**src/rtl/ca_step_if.sv**
```systemverilog
// ca_step_if: control/status bundle between a host and the cellular-automaton step engine
interface ca_step_if #(
  parameter int WIDTH = 16,
  parameter int CNT_W = 8
);
  logic             load;
  logic [WIDTH-1:0] seed;
  logic             start;
  logic [CNT_W-1:0] gens;
  logic [7:0]       rule;
  logic             wrap;
  logic [WIDTH-1:0] row;
  logic [CNT_W-1:0] gen_count;
  logic             busy;
  logic             done;
  modport master (
    output load, seed, start, gens, rule, wrap,
    input  row, gen_count, busy, done
  );
  modport slave (
    input  load, seed, start, gens, rule, wrap,
    output row, gen_count, busy, done
  );
endinterface

```
**src/rtl/ca_step_engine.sv**
```systemverilog
// ca_step_engine: runs a 1-D elementary cellular automaton for a requested number of generations
module ca_step_engine #(
  parameter int WIDTH = 16,
  parameter int CNT_W = 8
) (
  input logic   clk,
  input logic   reset,
  ca_step_if.slave bus
);
  typedef enum logic [1:0] {IDLE, RUN, DONE} state_t;
  state_t           state_q, state_d;
  logic [WIDTH-1:0] row_q, row_d, nxt;
  logic [CNT_W-1:0] cnt_q, cnt_d, cnt_inc, gens_q, gens_d;
  logic [7:0]       rule_q, rule_d;
  logic             wrap_q, wrap_d;
  logic [WIDTH+1:0] ext;
  assign cnt_inc = cnt_q + 1'b1;
  // Row padded with its boundary neighbours so every cell sees a 3-bit window; ~k equals 7-k
  assign ext = {wrap_q & row_q[0], row_q, wrap_q & row_q[WIDTH-1]};
  always_comb begin
    nxt = '0;
    for (int i = 0; i < WIDTH; i++) nxt[i] = rule_q[~ext[i+:3]];
  end
  always_comb begin
    state_d = state_q;
    row_d   = row_q;
    cnt_d   = cnt_q;
    gens_d  = gens_q;
    rule_d  = rule_q;
    wrap_d  = wrap_q;
    case (state_q)
      IDLE: begin
        if (bus.load) row_d = bus.seed;
        else if (bus.start) begin
          rule_d  = bus.rule;
          wrap_d  = bus.wrap;
          gens_d  = bus.gens;
          cnt_d   = '0;
          state_d = (bus.gens == '0) ? DONE : RUN;
        end
      end
      RUN: begin
        row_d   = nxt;
        cnt_d   = cnt_inc;
        state_d = (cnt_inc == gens_q) ? DONE : RUN;
      end
      default: state_d = IDLE;
    endcase
  end
  always_ff @(posedge clk) begin
    if (reset) begin
      state_q <= IDLE;
      row_q   <= '0;
      cnt_q   <= '0;
      gens_q  <= '0;
      rule_q  <= '0;
      wrap_q  <= 1'b0;
    end else begin
      state_q <= state_d;
      row_q   <= row_d;
      cnt_q   <= cnt_d;
      gens_q  <= gens_d;
      rule_q  <= rule_d;
      wrap_q  <= wrap_d;
    end
  end
  assign bus.row       = row_q;
  assign bus.gen_count = cnt_q;
  assign bus.busy      = state_q == RUN;
  assign bus.done      = state_q == DONE;
endmodule

```
**src/flat_wrapper.sv**
```systemverilog
// flat-port wrapper written by rule: the top's interface ports become plain ports
module ca_step_engine_flat 
#(
  parameter int WIDTH = 16,
  parameter int CNT_W = 8
)
  (clk, reset, bus_load, bus_seed, bus_start, bus_gens, bus_rule, bus_wrap, bus_row, bus_gen_count, bus_busy, bus_done);
  ca_step_if #(.WIDTH(WIDTH), .CNT_W(CNT_W)) bus_i ();
  input logic clk;
  input logic reset;
  input wire logic [$bits(bus_i.load)-1:0] bus_load;
  input wire logic [$bits(bus_i.seed)-1:0] bus_seed;
  input wire logic [$bits(bus_i.start)-1:0] bus_start;
  input wire logic [$bits(bus_i.gens)-1:0] bus_gens;
  input wire logic [$bits(bus_i.rule)-1:0] bus_rule;
  input wire logic [$bits(bus_i.wrap)-1:0] bus_wrap;
  output wire logic [$bits(bus_i.row)-1:0] bus_row;
  output wire logic [$bits(bus_i.gen_count)-1:0] bus_gen_count;
  output wire logic [$bits(bus_i.busy)-1:0] bus_busy;
  output wire logic [$bits(bus_i.done)-1:0] bus_done;
  assign bus_i.load = bus_load;
  assign bus_i.seed = bus_seed;
  assign bus_i.start = bus_start;
  assign bus_i.gens = bus_gens;
  assign bus_i.rule = bus_rule;
  assign bus_i.wrap = bus_wrap;
  assign bus_row = bus_i.row;
  assign bus_gen_count = bus_i.gen_count;
  assign bus_busy = bus_i.busy;
  assign bus_done = bus_i.done;
  ca_step_engine #(.WIDTH(WIDTH), .CNT_W(CNT_W)) u_core (.clk(clk), .reset(reset), .bus(bus_i));
endmodule
```
**config.mk**
```make
export PLATFORM = sky130hd
export DESIGN_NAME = ca_step_engine_flat
export DESIGN_NICKNAME = d
export VERILOG_FILES = /design/src/rtl/ca_step_if.sv /design/src/rtl/ca_step_engine.sv /design/src/flat_wrapper.sv
export SDC_FILE = /design/constraint.sdc
export NUM_CORES = 1
export LEC_CHECK = 0
export BUFFER_PORTS_ARGS = -buffer_cell sky130_fd_sc_hd__buf_2
export CAP_MARGIN = 10
export CORE_MARGIN = 2
export CORE_UTILIZATION = 55
export DETAILED_ROUTE_END_ITERATION = 8
export HOLD_SLACK_MARGIN = 0.03
export PLACE_DENSITY_LB_ADDON = 0.12
export SYNTH_ARGS = -nofsm -noshare
export SYNTH_HDL_FRONTEND = slang
export SYNTH_SLANG_ARGS = --single-unit
```
**constraint.sdc**
```tcl
create_clock -name clk -period 2.3 [get_ports clk]
set_clock_uncertainty 0.05 [all_clocks]
set_input_delay 0.23 -clock clk [delete_from_list [all_inputs] [get_ports clk]]
set_output_delay 0.23 -clock clk [all_outputs]
set_load 0.01 [all_outputs]
```
After elaboration in Yosys (flattened, before gate mapping)
Cells that the tools add are included.

Register bits after elaboration: 43. Input bits: 37. Output and inout port bits: 26. Logic and storage cells: 97.

Add/sub/neg operators: 1. Magnitude comparators: 16. Equal/unequal tests: 6. Mux-type cells: 42. Bitwise gates (word level): 19. Reduce and logical (&&, ||, !) cells: 7.

Operators by type and width (count): $lt 3x4->1 const B (16); $bmux 1 s3 (16); $not 3->3 (16); $pmux 16 s2 (1); $mux 1 (16); $mux 16 (1); $mux 8 (2); $pmux 8 s2 (1); $add 8x1->8 const B (1); $eq 8x8->1 (1); $logic_not 8->1 (1); $mux 2 (4); $ne 2x2->1 const B (3); $reduce_and 3->1 (2); $pmux 2 s2 (1); $reduce_and 2->1 (2); $and 1x1->1 (2); $eq 2x1->1 const B (1); $eq 2x2->1 const B (1); $logic_not 2->1 (1); $reduce_bool 2->1 (1); $not 1->1 (1).

Logic depth before layout (Yosys ltp)
Word-level depth: 5. Mapped depth: 7. Mapped depth without buffers: 6.

Worst setup path before layout
No wires, ideal clock.

Path type: register to register. Start point: register u_core.cnt_q[0], in the netlist u_core.bus.gen_count[0]. End point: register u_core.state_q[1]. Library setup time: 0.101 ns. Data arrival time: 1.710 ns. Required time: 2.149 ns. Slack: 0.439 ns. Stages on the path, launching flop included: 8. Path buffers: 1. Clock period less this slack: 1.861 ns. Cell sequence: dfxtp_1 -> ha_1 -> buf_4 -> nand2b_1 -> o211a_1 -> o32ai_2 -> o31ai_1 -> o41ai_1.

Cells in the longest elaborated chain, start to end: 4.

RTL lines: from (decl) (RTL line ca_step_engine.sv:13) `logic [CNT_W-1:0] cnt_q, cnt_d, cnt_inc, gens_q, gens_d;`; from (signal assigned) (RTL line ca_step_engine.sv:61) `cnt_q <= cnt_d;`; $add 8x1->8 (RTL line ca_step_engine.sv:17) `assign cnt_inc = cnt_q + 1'b1;`; $eq 8x8->1 (RTL line ca_step_engine.sv:45) `state_d = (cnt_inc == gens_q) ? DONE : RUN;`; $mux 2 (RTL line ca_step_engine.sv:45); $pmux 2 s2 (RTL line ca_step_engine.sv:31) `case (state_q)`; to (signal assigned) (RTL line ca_step_engine.sv:59) `state_q <= state_d;`; to (decl) (RTL line ca_step_engine.sv:11) `state_t state_q, state_d;`.

No other way between the ends. A chain may end at the register's enable or synchronous reset.

Worst setup path after layout
Ends and elaborated chain as after synthesis.

==> flow_metrics.tcl <==
set metrics [dict create \
    htree_levels 2 \
    period_needed_ps 2100 \
    finalWirelength_um 8570 \
    rsz0062_at_grt "no" \
    clk_latency_ps 310 \
    dr.first_iter.drc_count 321 \
    synth_warnings 0 \
    fin_setup_tns_ps 0 \
    timing.hold.ws_ps 101 \
    fmax_mhz 475 \
    grt_pass1_wl_um 14100 \
    period_share 0.915 \
    crit_path_max_fanout 9 \
    worstMarginPinSlew_ps 673 \
    relSlewSlack 0.551 \
    setup_violations 0 \
    synth_area_leaders "dfxtp_1 27%, mux2i_1 7.6%, mux4_2 6.4%" \
    dr.pass1.iters 4 \
    syn-num-nets 437 \
    powerDensity_mw_per_mm2 540 \
    die_y_um 80.0 \
    synth-edff-count 0 \
    vias 3181 \
    synth_most_common_cell "dfxtp_1" \
    ys_async_sr_fraction 0 \
    drv_slew 0 \
    irDropWorstVdd_uv 278 \
    cts_hold_buffers 0 \
    design.core.area_mm2 0.00554 \
    min_path_cells 3 \
    port-buffer-count 62 \
    viasPerCell 6.32 \
    n_antenna_cell 0 \
    clockRootBuffer "clkbuf_8" \
    synth_commonest_cells "43 x dfxtp_1, 38 x nand2_1, 34 x nor2_1" \
    gp_congestion 0.872 \
    r2r_cells 6 \
    grt_pass1_vias 2810 \
    syn_inst 399 \
    p_leak_nw 1.37 \
    clk_pin_slew_ps 100 \
    avgSynthCellArea_um2 7.97 \
    post_cts_buffers 0 \
    startpoint_type "flop" \
    die_w_um 80.0 \
    dieArea_mm2 0.00641 \
    detail_route.wl_per_cell_um 17.0 \
    synth_top_area_frac 0.271 \
    critical_path_class "flop to flop" \
    dp_hpwl_um 5760 \
    fin_nets 468 \
    start_util 0.574 \
    grtUsageTotal 0.281 \
    cts_inserted_buffers 5 \
    synth_area_leader_cell "dfxtp_1" \
    crit_path_end_kind "flop" \
    status "finished, final reports clean" \
    drv_cap 0 \
    grt_max_degree 33 \
    drcViolationCount 0 \
    arrival_ps 2260 \
    hold_path.class "primary input to flop" \
    synth-seq-cells 43 \
    cts_tree "built" \
    post_cts_resized 0 \
    ys_seq_area_frac 0.271 \
    cts_buffer_depth 2 \
    grt_overflow 0 \
    rows 27 \
    antenna_found_initial 0 \
    cts.sinks 43 \
    hold_viol 0 \
    synth_area_mm2 0.00318 \
    final_util 0.639 \
    yosys_most_used_dff "dfxtp_1" \
    required_ps 2460 \
    ys_types 48 \
    ant_nets 0 \
    r2r_setup_slack_ps 200 \
    drive_gt1_frac 0.216 \
    io_pins 63 \
    area_growth_pct 11.3 \
]
[power breakdown]
part           switching [mW]  internal, mW
clock                   0.320         0.226
combinational           0.233         0.218
sequential              0.125         0.790
[cell families (layout without fill, tap and decap cells)]
group	after synthesis	in the layout	synth area share
xor gates and xnor gates	8	8	0.0220
adders and majority gates	1	1	0.00393
muxes	34	34	0.143
and+or+nand+nor	134	134	0.210
DFF	43	43	0.271
AOI/OAI and AO/OA	120	120	0.271
buffers and inverters	59	91	0.0799
[critical path, cell delays in order (launching register included)]
cell	delay (ps)
dfxtp_1	460
ha_1	380
nand2b_1	120
o211a_1	240
o32ai_2	300
o31ai_1	120
o41ai_1	350
[worst paths after layout]
path,to,start
hold / removal,u_core.rule_q[4],bus_rule[4]
setup reg to reg,u_core.state_q[1],u_core.bus.gen_count[0]
hold reg to reg,u_core.gens_q[7],u_core.gens_q[7]
setup / recovery,u_core.state_q[1],u_core.bus.gen_count[0]
[area by class of cell]
class	count	area, um^2
clock buffer	5	68.8
clock inverter	3	26.3
fill	524	2000
inverter	14	52.6
multi-input combinational	297	2070
sequential	43	861
tap	72	90.1
timing repair buffer	69	375
[cells in the final DEF, fill, tap and decap left out, types with 3 or more instances in the layout]
| cell type | n |
|---|---|
| nor3_1 | 11 |
| xor2_1 | 3 |
| clkbuf_8 | 5 |
| a31oi_1 | 13 |
| o21ai_0 | 5 |
| mux2i_1 | 24 |
| nand2b_1 | 4 |
| xnor2_1 | 5 |
| a22oi_1 | 12 |
| buf_2 | 62 |
| nand2_1 | 38 |
| dfxtp_1 | 43 |
| a211oi_1 | 17 |
| mux4_2 | 9 |
| inv_1 | 14 |
| nor2b_1 | 24 |
| or3_1 | 3 |
| inv_6 | 3 |
| nand4_1 | 4 |
| buf_4 | 6 |
| nor2_1 | 34 |
| a2111oi_0 | 23 |
| a311oi_1 | 11 |
| a21oi_1 | 28 |
| a21o_1 | 3 |
[metrics by stage]
step / power (mW) / setup WS [ps] / std cells / area (um^2)
after floorplan: 1.24 / 439 / 399 / 3180
after global placement: 1.36 / 374 / 495 / 3440
after detailed placement: 1.38 / 227 / 495 / 3440
after CTS: 1.92 / 203 / 503 / 3540
after global routing: 2.02 / 6.73 / 503 / 3540
final: 1.91 / 195 / 503 / 3540
[registers in the layout, indices dropped and copies added, names as in the netlist]
| signal | flops |
|---|---|
| u_core.bus.row | 16 |
| u_core.rule_q | 8 |
| u_core.state_q | 2 |
| u_core.gens_q | 8 |
| u_core.wrap_q | 1 |
| u_core.bus.gen_count | 8 |
[layer usage]
metal	vias to the layer above	track usage	share of wire
met2	131	0.428	0.45
li1	1554	-	-
met1	1488	0.413	0.48
met5	-	0	0
met3	8	0.0452	0.064
met4	0	0.0695	0.0088
Note: power is estimated with default switching activity, not from simulation.
